===== config.mk =====
export PLATFORM = sky130hd
export DESIGN_NAME = corral_input_cond_flat
export DESIGN_NICKNAME = d
export VERILOG_FILES = /design/src/rtl/corral_input_cond_if.sv /design/src/rtl/corral_input_cond.sv /design/src/flat_wrapper.sv
export SDC_FILE = /design/constraint.sdc
export NUM_CORES = 1
export LEC_CHECK = 0
export CAP_MARGIN = 20
export CORE_MARGIN = 5
export CORE_UTILIZATION = 55
export CTS_BUF_LIST = sky130_fd_sc_hd__clkbuf_8
export CTS_CLUSTER_DIAMETER = 100
export DETAILED_ROUTE_END_ITERATION = 8
export PLACE_DENSITY = 0.76
export SYNTH_ARGS = -nofsm -noshare
export SYNTH_HDL_FRONTEND = slang
export SYNTH_HIERARCHICAL = 1
export SYNTH_SLANG_ARGS = --single-unit

===== constraint.sdc =====
create_clock -name clock -period 1.5 [get_ports clock]
set_input_delay 0.15 -clock clock [delete_from_list [all_inputs] [get_ports clock]]
set_output_delay 0.15 -clock clock [all_outputs]
set_load 0.03 [all_outputs]

===== src/rtl/corral_input_cond_if.sv =====
// Corral input-conditioner bus: raw pad inputs and busy in, clean move/enter out.
// master = the pads/game side driving raw inputs; slave = the conditioner.
interface corral_input_cond_if;
    logic [2:0] btn_move;
    logic       btn_enter;
    logic       busy;
    logic [2:0] move;
    logic       enter;
    logic       pending;
    logic [3:0] drop_cnt;

    modport master (
        output btn_move, btn_enter, busy,
        input  move, enter, pending, drop_cnt
    );

    modport slave (
        input  btn_move, btn_enter, busy,
        output move, enter, pending, drop_cnt
    );
endinterface


===== src/rtl/corral_input_cond.sv =====
// Corral input stage: synchronises and debounces the move switches and the
// enter button, then turns each enter press into one single-cycle enter pulse
// carrying a stable move code. One press may wait while the game is busy.
// Optional macro CORRAL_DROP_CNT_EN builds a saturating dropped-press counter;
// without it drop_cnt is tied to zero.

// Per-bit conditioner: 2-flop synchroniser followed by a debounce counter.
module corral_db_bit #(
    parameter int unsigned DB_CYCLES = 16,
    parameter int unsigned CNT_W     = 16
) (
    input  logic clock,
    input  logic reset_n,
    input  logic i_raw,
    output logic o_db
);
    logic             r_sync1;
    logic             r_sync2;
    logic             r_db;
    logic [CNT_W-1:0] r_cnt;

    // Two-flop synchroniser for the asynchronous pad input.
    always_ff @(posedge clock or negedge reset_n) begin
        if (!reset_n) begin
            r_sync1 <= 1'b0;
            r_sync2 <= 1'b0;
        end else begin
            r_sync1 <= i_raw;
            r_sync2 <= r_sync1;
        end
    end

    // Debounce: value only changes after DB_CYCLES consecutive differing samples;
    // any agreeing sample restarts the count.
    always_ff @(posedge clock or negedge reset_n) begin
        if (!reset_n) begin
            r_db  <= 1'b0;
            r_cnt <= '0;
        end else if (r_sync2 == r_db) begin
            r_cnt <= '0;
        end else if (r_cnt == CNT_W'(DB_CYCLES - 1)) begin
            r_db  <= ~r_db;
            r_cnt <= '0;
        end else begin
            r_cnt <= r_cnt + CNT_W'(1);
        end
    end

    assign o_db = r_db;
endmodule

module corral_input_cond #(
    parameter int unsigned DB_CYCLES = 16,
    parameter int unsigned CNT_W     = 16
) (
    input  logic                 clock,
    input  logic                 reset_n,
    corral_input_cond_if.slave   bus
);
    typedef enum logic {
        S_IDLE = 1'b0,
        S_PEND = 1'b1
    } state_t;

    logic [3:0] w_raw;
    logic [3:0] w_db;
    logic [2:0] w_db_move;
    logic       w_db_enter;
    logic       w_rise;

    state_t     r_state;
    state_t     w_state_nxt;
    logic       r_db_prev;
    logic       r_enter;
    logic       w_enter_nxt;
    logic [2:0] r_move;
    logic [2:0] w_move_nxt;

    // Bit 3 is enter, bits 2:0 are the move switches; each conditioned alone.
    assign w_raw = {bus.btn_enter, bus.btn_move};

    corral_db_bit #(
        .DB_CYCLES (DB_CYCLES),
        .CNT_W     (CNT_W)
    ) u_db [3:0] (
        .clock   (clock),
        .reset_n (reset_n),
        .i_raw   (w_raw),
        .o_db    (w_db)
    );

    assign w_db_move  = w_db[2:0];
    assign w_db_enter = w_db[3];
    assign w_rise     = w_db_enter & ~r_db_prev;

    // Previous debounced enter, for rising-edge detection.
    always_ff @(posedge clock or negedge reset_n) begin
        if (!reset_n) r_db_prev <= 1'b0;
        else          r_db_prev <= w_db_enter;
    end

    // State, registered enter pulse and captured move code.
    always_ff @(posedge clock or negedge reset_n) begin
        if (!reset_n) begin
            r_state <= S_IDLE;
            r_enter <= 1'b0;
            r_move  <= 3'd0;
        end else begin
            r_state <= w_state_nxt;
            r_enter <= w_enter_nxt;
            r_move  <= w_move_nxt;
        end
    end

    // Capture/issue: a rise in IDLE issues at once or parks while busy; a rise
    // while parked is dropped, even in the cycle the parked press is released.
    always_comb begin
        w_state_nxt = r_state;
        w_enter_nxt = 1'b0;
        w_move_nxt  = r_move;
        case (r_state)
            S_IDLE: begin
                if (w_rise) begin
                    w_move_nxt = w_db_move;
                    if (bus.busy) w_state_nxt = S_PEND;
                    else          w_enter_nxt = 1'b1;
                end
            end
            S_PEND: begin
                if (!bus.busy) begin
                    w_enter_nxt = 1'b1;
                    w_state_nxt = S_IDLE;
                end
            end
            default: w_state_nxt = S_IDLE;
        endcase
    end

    assign bus.enter   = r_enter;
    assign bus.move    = r_move;
    assign bus.pending = (r_state == S_PEND);

`ifdef CORRAL_DROP_CNT_EN
    logic       w_drop;
    logic [3:0] r_drop_cnt;

    assign w_drop = (r_state == S_PEND) & w_rise;

    // Saturating count of presses lost because one was already waiting.
    always_ff @(posedge clock or negedge reset_n) begin
        if (!reset_n)                           r_drop_cnt <= 4'd0;
        else if (w_drop && r_drop_cnt != 4'hF)  r_drop_cnt <= r_drop_cnt + 4'd1;
    end

    assign bus.drop_cnt = r_drop_cnt;
`else
    assign bus.drop_cnt = 4'd0;
`endif
endmodule


===== src/flat_wrapper.sv =====
// flat-port wrapper written by rule: the top's interface ports become plain ports
module corral_input_cond_flat 
#(
    parameter int unsigned DB_CYCLES = 16,
    parameter int unsigned CNT_W     = 16
)
  (clock, reset_n, bus_btn_move, bus_btn_enter, bus_busy, bus_move, bus_enter, bus_pending, bus_drop_cnt);
  corral_input_cond_if bus_i ();
  input  logic clock;
  input  logic reset_n;
  input wire logic [$bits(bus_i.btn_move)-1:0] bus_btn_move;
  input wire logic [$bits(bus_i.btn_enter)-1:0] bus_btn_enter;
  input wire logic [$bits(bus_i.busy)-1:0] bus_busy;
  output wire logic [$bits(bus_i.move)-1:0] bus_move;
  output wire logic [$bits(bus_i.enter)-1:0] bus_enter;
  output wire logic [$bits(bus_i.pending)-1:0] bus_pending;
  output wire logic [$bits(bus_i.drop_cnt)-1:0] bus_drop_cnt;
  assign bus_i.btn_move = bus_btn_move;
  assign bus_i.btn_enter = bus_btn_enter;
  assign bus_i.busy = bus_busy;
  assign bus_move = bus_i.move;
  assign bus_enter = bus_i.enter;
  assign bus_pending = bus_i.pending;
  assign bus_drop_cnt = bus_i.drop_cnt;
  corral_input_cond #(.DB_CYCLES(DB_CYCLES), .CNT_W(CNT_W)) u_core (.clock(clock), .reset_n(reset_n), .bus(bus_i));
endmodule

# Word-level counts from Yosys, hierarchy flattened
# Index checks and enable logic that the tools add are counted.
# classes
div_mod_pow	0
multipliers	0
n_bitwise	11
n_mux	14
reduce_logical	5
shifts	0
add_sub_neg	4
order_cmp	0
n_eq_ne	8
# op_table
op	n
$mux W16	8
$add A16 B1 Y16 const B	4
$eq A16 B4 Y1 const B	4
$not A1 Y1	10
$reduce_and A2 Y1	5
$eq A1 B1 Y1	4
$mux W1	4
$pmux W1 S2	2
$and A1 B1 Y1	1
# word_totals
rom_bits	0
reg_bits	82
input_bits	7
latch_bits	0
n_memories	0
mem_bits_rw	0
output_inout_bits	9

# Longest topological paths before layout
# depth
depth_word	4
ltp_mapped	6
ltp_nobuf	5

# Modules after synthesis
# The synthesis kept the hierarchy.
# modules_own_cells
mod	cells_per_inst	seq_area_each_um2	instances	area_per_inst_um2
corral_db_bit	83	475.5	4	922.1
corral_input_cond	19	150.1	1	259.0

# Least setup slack after synthesis
# OpenSTA, ideal clock, no wires.
# synth_path
path_kind	reg-to-reg
startpoint	register u_core.u_db[0].r_cnt[0]
endpoint	register u_core.u_db[0].r_db
path_stages_with_launch	5
synth_period_minus_slack_ns	1.391
setup_time_ns	0.128
t_required_ns	1.372
slack_ns	0.109
arrival_ns	1.264
cell_sequence	dfrtp_1 -> ha_1 -> and3_1 -> nand4_1 -> mux2_1
# synth_between
elab_chain_len	2
# synth_rtl
item	line	text
from (decl)	corral_input_cond.sv:20	logic [CNT_W-1:0] r_cnt;
from (signal assigned)	corral_input_cond.sv:45	r_cnt <= r_cnt + CNT_W'(1);
$eq A16 B4 Y1	corral_input_cond.sv:41	end else if (r_cnt == CNT_W'(DB_CYCLES - 1)) begin
$reduce_and A2 Y1 (no line)	-	
to (signal assigned)	corral_input_cond.sv:42	r_db <= ~r_db;
to (decl)	corral_input_cond.sv:19	logic r_db;
# Every way passes these cells.
# A chain may end at the register's enable or synchronous reset.

# Final worst setup path
# layout_path
startpoint	register u_core.u_db[3].r_cnt[1]
endpoint	register u_core.u_db[3].r_cnt[15]
# layout_between
elab_chain_len	3
# layout_rtl
item	line	text
from (decl)	corral_input_cond.sv:20	
from (signal assigned)	corral_input_cond.sv:45	
$add A16 B1 Y16 / $eq A16 B4 Y1 (equally long branches)	corral_input_cond.sv:45, corral_input_cond.sv:41	
$mux W16 *	corral_input_cond.sv:41	
$mux W16 *	corral_input_cond.sv:39	end else if (r_sync2 == r_db) begin
# Mark *: on every way between the ends. The rest lies on a longest branch, timed or not.

==> reports/qor.yml <==
timing:
  period_needed_ns: 1.63
  max_freq_mhz: 615
  fin_worst_skew_ns: 0.0118
  finalSetupViolCount: 33
  rsz0062_at_grt: "true"
  setup_ws_ns: -0.127
  post-route-period-util: 1.08
  slew_viol_final: 0
  hold_viol: 0
detailed_routing:
  wl_per_cell_um: 17.5
  drt_first_pass_iters: 4
  wl_mm: 9.19
  vias_per_cell: 5.47
  vias: 2864
  postRouteAntennaNets: 0
  drt_iter0_drc: 137
  drc: 0
place:
  io_buffers: 11
  gp_congestion: 0.817
  placed_cell_area_sq_um: 4480
  place_hpwl_mm: 5.17
global_route:
  grt_overflow: 0
  grt_use_total: 0.198
  grt_pass1_vias: 2799
  grt_max_degree: 36
  grt_antenna_before_repair: 0
  grt_pass1_wl_mm: 13.6
yosys:
  yosys_warnings: 6
  synth_edf_count: 0
  async_flop_share: 1.00
  syn_inst: 351
  synth_area_per_cell_sq_um: 11.2
  syn_area_sq_um: 3950
  yosysUniqueCellTypes: 26
  ys_ff_latch: 82
  synth_seq_area_share: 0.520
  synthFlopType: "dfrtp_1"
critical_path:
  slowest_delay_ns: 0.40
  cp-start-kind: "flip-flop"
  end_kind: "flip-flop"
  regToRegStartpoint: "u_core/u_db[3]/r_cnt[1]$_DFF_PN0_"
  arrival_ns: 1.86
  crit_slowest_cell: "dfrtp_1"
  cp.required_ns: 1.73
  worstPathMaxFanout: 7
  path_class: "reg2reg"
  crit_start: "u_core/u_db[3]/r_cnt[1]$_DFF_PN0_"
  crit_path_cell_trace: "ha_2 > and3_4 > nand4_1 > nand2_2 > clkbuf_16 > nor2_4"
run_status:
  violations: "setup timing"
  status: "complete, but fails checks"
power:
  leakage_nw: 2.25
  clkPwrFrac: 0.428
  p_seq_frac: 0.510
  intPower_w: 0.00349
  pwr-share-comb: 0.062
  vdd_ir_drop_max_mv: 0.634
  switching_share: 0.223
  switchingPower_w: 0.00100
  powerDensity_nw_per_um2: 862
finish:
  diodes: 0
  final_cell_area_sq_um: 5210
  area_growth_pct: 32.0
  drive_above_1_share: 0.371
  fin_util: 0.754
  nets: 434
floorplan:
  die_h_um: 94.7
  die_w_um: 94.7
  pin_count: 16
  initial_core_util: 0.572
  die-area_sq_um: 8970
  core_sq_um: 6910
  rows: 30
clocking:
  cts.sinks: 82
  cts_buffers: 9
  cts_tree: "built"
  cts_root_buf: "clkbuf_8"
  clk_pin_slew_ns: 0.07
  clkLatencyLatePin_ns: 0.35
  cts_htree_levels: 3
  clk_path_buf_depth: 2
min_path:
  worstHoldStart: "bus_btn_enter"
  hp-class: "in2reg"
flow_run:
  drv_cap: 0
## cell usage in the layout (no fill, tap or decap), types with 7 or more instances in the layout
cell type,Yosys,layout
nor3_1,16,12
nand3_1,20,18
buf_4,8,49
xnor2_1,48,48
clkbuf_8,0,13
dfrtp_1,82,81
nand2_1,12,12
nor4_2,12,18
nand4_1,12,12
xor2_1,12,12
inv_1,9,9
nor2_4,0,26
nor2_2,12,7
nor2_1,56,35
## routing by layer
layer  part of all wire  track usage
met4              0.014       0.0938
met3              0.033       0.0430
met2               0.53        0.310
met5                  0            0
met1               0.42        0.263
## stage by stage
stage	setup WS, ns	instances	power, W	hold WS [ns]	setup TNS [ns]
after floorplan	0.109	354	0.00241	-0.146	0
after global placement	0.0662	495	0.00251	0.137	0
after detailed placement	0.0222	495	0.00252	0.135	0
after CTS	-0.00182	515	0.00442	0.230	-0.00182
after global routing	-0.156	524	0.00468	0.229	-4.38
final	-0.127	524	0.00449	0.241	-2.60
## path summary, 6_finish.rpt
kind	slack [ns]	depth (start not counted)	to
worst max register to register	-0.13	6	u_core/u_db[3]/r_cnt[15]$_DFF_PN0_
min in group asynchronous	0.29	2	u_core/u_db[0]/r_cnt[4]$_DFF_PN0_
worst max-delay path	-0.13	6	u_core/u_db[3]/r_cnt[15]$_DFF_PN0_
worst min-delay path	0.24	1	u_core/u_db[3]/r_sync1$_DFF_PN0_
worst min register to register	0.35	0	u_core/u_db[0]/r_sync2$_DFF_PN0_
max in group asynchronous	0.61	3	u_core/u_db[1]/r_cnt[7]$_DFF_PN0_
## cell usage after synthesis, types with 9 or more instances
master   instances  area share
nor4_1          12       0.019
nor3_1          16       0.020
nand3_1         20       0.025
nor2_2          12       0.019
nand4_1         12       0.019
xor2_1          12       0.027
nand2_1         12       0.011
nor2_1          56       0.053
inv_1            9      0.0086
dfrtp_1         82        0.52
nor4_2          12       0.038
xnor2_1         48        0.11
## layout make-up
type | count | area (sq um)
tap | 96 | 120
multi-input combinational | 255 | 2160
timing repair buffer | 66 | 592
clock inverter | 3 | 68.8
sequential | 82 | 2050
clock buffer | 13 | 179
fill | 451 | 1700
inverter | 9 | 33.8
## cells by family after synthesis
group,synth area share
flip-flops,0.520
XOR/XNOR,0.133
AND/OR/NAND/NOR,0.287
AO/OA/AOI/OAI,0.00317
other,0.000950
multiplexers,0.0200
buffers and inverters,0.0238
adder cells (fa/ha/maj),0.0127
## sequential cells by signal, indices dropped and copies added, names as in the netlist
register	flops
u_core/u_db/r_sync1	4
u_core/bus.pending	1
u_core/r_db_prev	1
u_core/bus.enter	1
u_core/u_db/r_sync2	4
u_core/u_db/r_cnt	64
u_core/bus.move	3
u_core/u_db/o_db	4
## worst max-delay path: cells and delay by family (launching register included)
kind / cells / cell delay (ns)
DFF: 1 / 0.40
adders and majority gates: 1 / 0.23
and+or+nand+nor: 4 / 0.67
buffers and inverters: 1 / 0.21
## what timing repair did
item	CTS	global route
setup endpoints to repair	9	64
gates cloned	0	1
pin swaps	2	47
endpoints found under the hold margin	33	0
resized for setup	7	81
buffers inserted	3	8
hold buffers	1	0
## power groups by stage
stage	sequential (W)	combinational (W)	clock, W
after floorplan	0.00232	0.0000913	0
after global placement	0.00232	0.000193	0
after detailed placement	0.00232	0.000196	0
after CTS	0.00228	0.000203	0.00194
after global routing	0.00229	0.000304	0.00208
final	0.00229	0.000280	0.00192
Power figures use the tool's default switching activity.
